### src/rtl/parking_pin_if.sv
// Keypad and gate-controller signal bundle for the parking PIN transmitter.
interface parking_pin_if;
  logic        key_valid;
  logic [3:0]  key_digit;
  logic        key_enter;
  logic        key_clear;
  logic        open_gate;
  logic        blocked_gate;
  logic [15:0] code;
  logic        code_ack;
  logic [2:0]  digit_count;
  logic [1:0]  rejected;
  logic        granted;
  logic        locked;

  modport master (
    output key_valid, key_digit, key_enter, key_clear, open_gate, blocked_gate,
    input  code, code_ack, digit_count, rejected, granted, locked
  );

  modport slave (
    input  key_valid, key_digit, key_enter, key_clear, open_gate, blocked_gate,
    output code, code_ack, digit_count, rejected, granted, locked
  );
endinterface

### src/rtl/parking_pin_transmitter.sv
// Collects four BCD digits, strobes them to the gate controller and tracks the
// grant / lockout / timeout outcome of each submission.
module parking_pin_transmitter #(
  parameter int unsigned ACK_CYCLES   = 2,
  parameter int unsigned RESP_TIMEOUT = 8
) (
  input logic          clk,
  input logic          rst,
  parking_pin_if.slave bus
);

  localparam int unsigned ACK_W = 4;
  localparam int unsigned TMO_W = 8;
  localparam logic [ACK_W-1:0] ACK_LAST = ACK_W'(ACK_CYCLES - 1);
  localparam logic [TMO_W-1:0] TMO_LAST = TMO_W'(RESP_TIMEOUT - 1);
  localparam logic [TMO_W-1:0] GAP_INIT = TMO_W'(RESP_TIMEOUT);

  typedef enum logic [2:0] {
    ENTRY,
    SEND,
    WAIT_RESP,
    GRANTED,
    LOCKED
  } state_t;

  state_t           state;
  logic [15:0]      code;
  logic             code_ack;
  logic [2:0]       digit_count;
  logic [1:0]       rejected;
  logic             granted;
  logic             locked;
  logic [ACK_W-1:0] ack_cnt;
  logic [TMO_W-1:0] tmo_cnt;
  // Holds off resubmission so code_ack stays low long enough after a return to ENTRY.
  logic [TMO_W-1:0] gap_cnt;

  always_ff @(posedge clk) begin
    if (rst) begin
      state       <= ENTRY;
      code        <= '0;
      code_ack    <= 1'b0;
      digit_count <= '0;
      rejected    <= '0;
      granted     <= 1'b0;
      locked      <= 1'b0;
      ack_cnt     <= '0;
      tmo_cnt     <= '0;
      gap_cnt     <= '0;
    end else begin
      case (state)
        ENTRY: begin
          if (gap_cnt != '0) gap_cnt <= gap_cnt - TMO_W'(1);
          if (bus.blocked_gate) begin
            state  <= LOCKED;
            locked <= 1'b1;
          end else if (bus.key_clear) begin
            code        <= '0;
            digit_count <= '0;
          end else if (bus.key_valid) begin
            if (bus.key_digit <= 4'd9 && digit_count < 3'd4) begin
              code        <= {code[11:0], bus.key_digit};
              digit_count <= digit_count + 3'd1;
            end
          end else if (bus.key_enter && digit_count == 3'd4 && gap_cnt == '0) begin
            state    <= SEND;
            code_ack <= 1'b1;
            ack_cnt  <= '0;
          end
        end

        SEND: begin
          if (bus.blocked_gate) begin
            state    <= LOCKED;
            code_ack <= 1'b0;
            locked   <= 1'b1;
          end else if (ack_cnt == ACK_LAST) begin
            state    <= WAIT_RESP;
            code_ack <= 1'b0;
            tmo_cnt  <= '0;
          end else begin
            ack_cnt <= ack_cnt + ACK_W'(1);
          end
        end

        WAIT_RESP: begin
          if (bus.blocked_gate) begin
            state  <= LOCKED;
            locked <= 1'b1;
          end else if (bus.open_gate) begin
            state   <= GRANTED;
            granted <= 1'b1;
          end else if (tmo_cnt == TMO_LAST) begin
            state       <= ENTRY;
            code        <= '0;
            digit_count <= '0;
            gap_cnt     <= GAP_INIT;
            if (rejected != 2'd3) rejected <= rejected + 2'd1;
          end else begin
            tmo_cnt <= tmo_cnt + TMO_W'(1);
          end
        end

        GRANTED: begin
          if (bus.blocked_gate) begin
            state   <= LOCKED;
            granted <= 1'b0;
            locked  <= 1'b1;
          end else if (!bus.open_gate) begin
            state       <= ENTRY;
            granted     <= 1'b0;
            code        <= '0;
            digit_count <= '0;
            rejected    <= '0;
            gap_cnt     <= GAP_INIT;
          end
        end

        LOCKED: begin
          code_ack <= 1'b0;
        end

        default: state <= ENTRY;
      endcase
    end
  end

  assign bus.code        = code;
  assign bus.code_ack    = code_ack;
  assign bus.digit_count = digit_count;
  assign bus.rejected    = rejected;
  assign bus.granted     = granted;
  assign bus.locked      = locked;

endmodule

### src/flat_wrapper.sv
// flat-port wrapper written by rule: the top's interface ports become plain ports
module parking_pin_transmitter_flat 
#(
  parameter int unsigned ACK_CYCLES   = 2,
  parameter int unsigned RESP_TIMEOUT = 8
)
  (clk, rst, bus_key_valid, bus_key_digit, bus_key_enter, bus_key_clear, bus_open_gate, bus_blocked_gate, bus_code, bus_code_ack, bus_digit_count, bus_rejected, bus_granted, bus_locked);
  parking_pin_if bus_i ();
  input logic clk;
  input logic rst;
  input wire logic [$bits(bus_i.key_valid)-1:0] bus_key_valid;
  input wire logic [$bits(bus_i.key_digit)-1:0] bus_key_digit;
  input wire logic [$bits(bus_i.key_enter)-1:0] bus_key_enter;
  input wire logic [$bits(bus_i.key_clear)-1:0] bus_key_clear;
  input wire logic [$bits(bus_i.open_gate)-1:0] bus_open_gate;
  input wire logic [$bits(bus_i.blocked_gate)-1:0] bus_blocked_gate;
  output wire logic [$bits(bus_i.code)-1:0] bus_code;
  output wire logic [$bits(bus_i.code_ack)-1:0] bus_code_ack;
  output wire logic [$bits(bus_i.digit_count)-1:0] bus_digit_count;
  output wire logic [$bits(bus_i.rejected)-1:0] bus_rejected;
  output wire logic [$bits(bus_i.granted)-1:0] bus_granted;
  output wire logic [$bits(bus_i.locked)-1:0] bus_locked;
  assign bus_i.key_valid = bus_key_valid;
  assign bus_i.key_digit = bus_key_digit;
  assign bus_i.key_enter = bus_key_enter;
  assign bus_i.key_clear = bus_key_clear;
  assign bus_i.open_gate = bus_open_gate;
  assign bus_i.blocked_gate = bus_blocked_gate;
  assign bus_code = bus_i.code;
  assign bus_code_ack = bus_i.code_ack;
  assign bus_digit_count = bus_i.digit_count;
  assign bus_rejected = bus_i.rejected;
  assign bus_granted = bus_i.granted;
  assign bus_locked = bus_i.locked;
  parking_pin_transmitter #(.ACK_CYCLES(ACK_CYCLES), .RESP_TIMEOUT(RESP_TIMEOUT)) u_core (.clk(clk), .rst(rst), .bus(bus_i));
endmodule
### config.mk
export PLATFORM = sky130hd
export DESIGN_NAME = parking_pin_transmitter_flat
export DESIGN_NICKNAME = d
export VERILOG_FILES = /design/src/rtl/parking_pin_if.sv /design/src/rtl/parking_pin_transmitter.sv /design/src/flat_wrapper.sv
export SDC_FILE = /design/constraint.sdc
export NUM_CORES = 1
export LEC_CHECK = 0
export BUFFER_PORTS_ARGS = -buffer_cell sky130_fd_sc_hd__buf_2
export CORE_ASPECT_RATIO = 1.5
export CORE_MARGIN = 4
export CORE_UTILIZATION = 55
export DETAILED_ROUTE_END_ITERATION = 8
export PLACE_DENSITY = 0.85
export SLEW_MARGIN = 40
export SYNTH_ARGS = -nofsm -noshare
export SYNTH_HDL_FRONTEND = slang
export SYNTH_SLANG_ARGS = --single-unit
### constraint.sdc
create_clock -name clk -period 5.4 [get_ports clk]
set_input_delay 1.08 -clock clk [delete_from_list [all_inputs] [get_ports clk]]
set_output_delay 1.08 -clock clk [all_outputs]
set_load 0.01 [all_outputs]
==> summary.txt <==
Final layout
  – Combined area of the multi-input logic cells: 0.001381 mm^2
  – Number of antenna cells inserted: 0
  – Register Area: 940.9 um^2
  – Synth-to-layout area growth: 10.24%
  – FILL cells: 370
  – Non-filler instance count after layout: 362
  – Final Instance Area: 0.002681 mm^2
  – Final net count: 334
  – Fraction of final layout cells with drive strength greater than 1: 17.72%

Synthesis
  – Post-synth EDFFs: 0
  – Most used flip-flop cell after synthesis: sky130_fd_sc_hd__dfxtp_1
  – Most frequent cells after synthesis: sky130_fd_sc_hd__dfxtp_1 (47), sky130_fd_sc_hd__a21oi_1 (35), sky130_fd_sc_hd__nand2_1 (31)
  – YS warnings: 0
  – Combinational family with the most area after synthesis: simple AND/OR/NAND/NOR gates
  – Number of register bits inferred by synthesis: 47
  – Synth Area in XOR/XNOR: 1.080%
  – Adder-cell share of the synthesized area: 4.115%
  – Synthesized Nets: 307
  – Share of the yosys chip area belonging to registers: 38.68%
  – Area fraction of the dominant cell type after synthesis: 38.68%
  – Leading area contributor after synthesis: sky130_fd_sc_hd__dfxtp_1
  – Cell types with the largest area share after synthesis: sky130_fd_sc_hd__dfxtp_1 (39%), sky130_fd_sc_hd__a21oi_1 (7.2%), sky130_fd_sc_hd__nand3_1 (5.6%)
  – Synthesized-area fraction occupied by ao, oa, aoi and oai cells: 20.83%
  – Fraction of registers with async set/reset: 0%
  – Most frequent cell after synthesis: sky130_fd_sc_hd__dfxtp_1
  – Simple-gate area share of the yosys netlist: 29.42%
  – Syn Inst Count: 288
  – Mux share of post-synthesis cell area: 1.235%
  – Summed instance area of the synthesized netlist: 0.002432 mm^2
  – Syn Area/Cell: 8.446 um^2
  – Number of different library cells in the post-synthesis netlist: 55

Clock tree
  – Post-CTS Setup Bufs: 0
  – Clk Latency, worst-skew pair: 310 ps
  – Resize count post-CTS: 0
  – Hold buffers post-CTS: 0
  – Clock buffers created by TritonCTS: 5
  – Total clock sinks: 47
  – Maximum level of the CTS H-tree: 2
  – Clock slew seen by the registers of the worst setup and hold paths: 90 ps
  – Clock root cell: sky130_fd_sc_hd__clkbuf_8
  – Deepest clock path buffer count: 2
  – CTS tree: yes

Timing
  – Slew @ Worst Pin: 732.5 ps
  – Number of max-slew violations in the final report: 0
  – Highest Clock Rate: 414.7 MHz
  – Hold violation count in the final report: 0
  – PnR worst setup slack: 2989 ps
  – Unrepaired setup endpoints after global routing: false
  – Final Skew: 9.486 ps
  – Final Cycle Share: 44.65%
  – Final setup violation count: 0
  – Setup TNS: 0 ps
  – Post-layout min period: 2411 ps
  – Max-slew headroom at the worst pin: 51.17%

Placed design
  – Placer Congestion: 0.7765
  – Post-DP HPWL: 3.665 mm
  – Cell count after placement: 354
  – Worst Setup Slack post-DPL: 2679 ps
  – Post-Place Cell Area: 0.002580 mm^2
  – Number of input and output port buffers inserted: 34

Floorplan
  – Area of the core: 0.004245 mm^2
  – Initial core utilization: 57.29%
  – Total Die Area: 0.005572 mm^2
  – Row cnt: 29
  – Chip Width: 62.30 um
  – IO Pins: 35
  – Height of the chip: 89.45 um

Flow run
  – Max Cap Violations: 0

Worst hold path
  – Hold path start: u_core.bus.code[12]
  – Sink of the worst hold path: u_core.bus.code[12]
  – Class of the tightest hold or removal check: reg2reg
  – Hold path cells: 2

Drt
  – Wire length reported by the detailed router: 5.231 mm
  – Routed via count divided by cell count: 5.906
  – Vias post-DR: 2138
  – Post-route DRC violation count: 0
  – Iteration count of the initial detailed-routing pass: 4
  – Post-route antenna net violation count: 0
  – Detail-routed net length per standard cell: 14.45 um
  – Violation count after the first detailed-route iteration: 89

Worst setup path
  – Crit path depth: 6
  – Chain of cells forming the critical path: buf_2, nor2_1, nand3_1, o22ai_2, nand3_1, a21oi_1
  – Critical path's most frequent cell: sky130_fd_sc_hd__nand3_1
  – Top delay family on crit path: compound AO/OA/AOI/OAI gates
  – Largest fanout of any net on the critical path: 19
  – Slack of the worst reg-to-reg path: 3140 ps
  – Kind of capture point of the worst setup path: flop
  – Cell with the largest stage delay on the worst path: sky130_fd_sc_hd__o22ai_2
  – Crit path arrival time: 2650 ps
  – Number of cells on the worst reg-to-reg path: 5
  – Reg-to-reg startpoint: u_core.state[1]
  – Startpoint class of the critical path: primary input
  – Critical path class: in2reg
  – Capturing point of the worst reg2reg path: u_core.tmo_cnt[2]
  – Largest stage delay on the critical path: 650 ps
  – Required time reported for the critical path endpoint: 5640 ps
  – Number of buffers and inverters on the critical path: 1

Pwr
  – Max rail drop VDD: 0.0003309 V
  – Total power per unit cell area: 322.6 mW/mm^2
  – Static power due to leakage: 1.069 nW

Global routing
  – First-pass GRT wire length: 8.652 mm
  – Grt ovf: 0
  – Number of global-route vias before repair: 1934
  – Total GRT Usage: 18.80%
  – Number of antenna violations at the first check in global routing: 0
  – Largest net degree at the start of global routing: 48

Run status
  – Outcome: complete, no violations
[cells in the final DEF (no fill, tap or decap), types with 2 or more instances in the layout]
master,n
sky130_fd_sc_hd__nand2b_1,5
sky130_fd_sc_hd__or3_1,6
sky130_fd_sc_hd__nor3_1,9
sky130_fd_sc_hd__xnor2_1,3
sky130_fd_sc_hd__nand3_1,27
sky130_fd_sc_hd__clkbuf_8,6
sky130_fd_sc_hd__o21ai_1,2
sky130_fd_sc_hd__nor2_1,21
sky130_fd_sc_hd__and3_1,2
sky130_fd_sc_hd__or3b_1,4
sky130_fd_sc_hd__and3b_1,2
sky130_fd_sc_hd__nor2b_1,5
sky130_fd_sc_hd__o21a_1,2
sky130_fd_sc_hd__mux2i_1,3
sky130_fd_sc_hd__a21o_1,2
sky130_fd_sc_hd__ha_1,8
sky130_fd_sc_hd__or4_1,2
sky130_fd_sc_hd__dfxtp_1,47
sky130_fd_sc_hd__nand2_1,31
sky130_fd_sc_hd__a21oi_1,35
sky130_fd_sc_hd__or2_2,2
sky130_fd_sc_hd__o31ai_1,3
sky130_fd_sc_hd__o21ai_0,9
sky130_fd_sc_hd__buf_2,33
sky130_fd_sc_hd__a211o_1,2
sky130_fd_sc_hd__a31oi_1,4
sky130_fd_sc_hd__a211oi_1,3
sky130_fd_sc_hd__nor4_1,2
sky130_fd_sc_hd__inv_1,8
[report_power, final]
| part | switching, W | internal, W |
|---|---|---|
| Combinational | 0.000125 | 0.0000999 |
| Sequential | 0.0000307 | 0.000377 |
| Clock | 0.000128 | 0.000105 |
| Total | 0.000283 | 0.000582 |
[cells by family (layout without fill, tap and decap cells)]
| logic type | after synthesis | after routing |
|---|---|---|
| simple gates | 131 | 131 |
| mux | 3 | 3 |
| buf+inv | 22 | 50 |
| xor+xnor | 3 | 3 |
| compound gates | 74 | 74 |
| flops | 47 | 47 |
| fa+ha+maj | 8 | 8 |
[area by class of cell]
| cell class | instances | area share (%) |
|---|---|---|
| clock buffer | 6 | 3.080 |
| clock inverter | 2 | 0.6066 |
| inverter | 8 | 1.120 |
| multi-input combinational | 219 | 51.52 |
| sequential | 47 | 35.09 |
| tap | 46 | 2.147 |
| timing repair buffer | 34 | 6.440 |
[registers in the layout, indices dropped and copies added (netlist names)]
signal,count
u_core.ack_cnt,4
u_core.bus.code,16
u_core.bus.code_ack,1
u_core.bus.digit_count,3
u_core.bus.granted,1
u_core.bus.locked,1
u_core.bus.rejected,2
u_core.gap_cnt,8
u_core.state,3
u_core.tmo_cnt,8
[layer usage]
metal  up-vias  GRT usage, %  routed length [um]
met5         -             0                   0
met4         0         8.687                 104
li1       1088             -                   -
met2        37         33.87                2721
met3         5         2.893                 165
met1      1008         21.93                2240
[worst max-delay path by stage]
stage | from | endpoint | slack [ps]
floorplan | bus_blocked_gate | u_core.gap_cnt[5] | 3130
global placement | bus_blocked_gate | u_core.bus.code[3] | 2690
detailed placement | bus_blocked_gate | u_core.bus.code[3] | 2680
CTS | bus_blocked_gate | u_core.bus.code[3] | 2990
global route | bus_blocked_gate | u_core.bus.code[11] | 2740
finish | bus_blocked_gate | u_core.bus.code[4] | 2990
[tightest hold or removal path: cells and delay by family (launching register included)]
| family | cells | cell delay [ps] |
|---|---|---|
| flip-flops | 1 | 320 |
| AO/OA/AOI/OAI | 1 | 50 |
| AND/OR/NAND/NOR | 1 | 50 |
[stage by stage]
step | hold slack [ps] | total power [W] | utilization [%]
CTS | 455.3 | 0.0008688 | 63.10
global route | 481.0 | 0.0009135 | 63.16
detailed placement | 442.2 | 0.0006387 | 60.77
finish | 454.0 | 0.0008649 | 63.16
global placement | 438.9 | 0.0006306 | 60.71
floorplan | 436.2 | 0.0005926 | -
No activity file was read; power rests on OpenSTA's default activity.
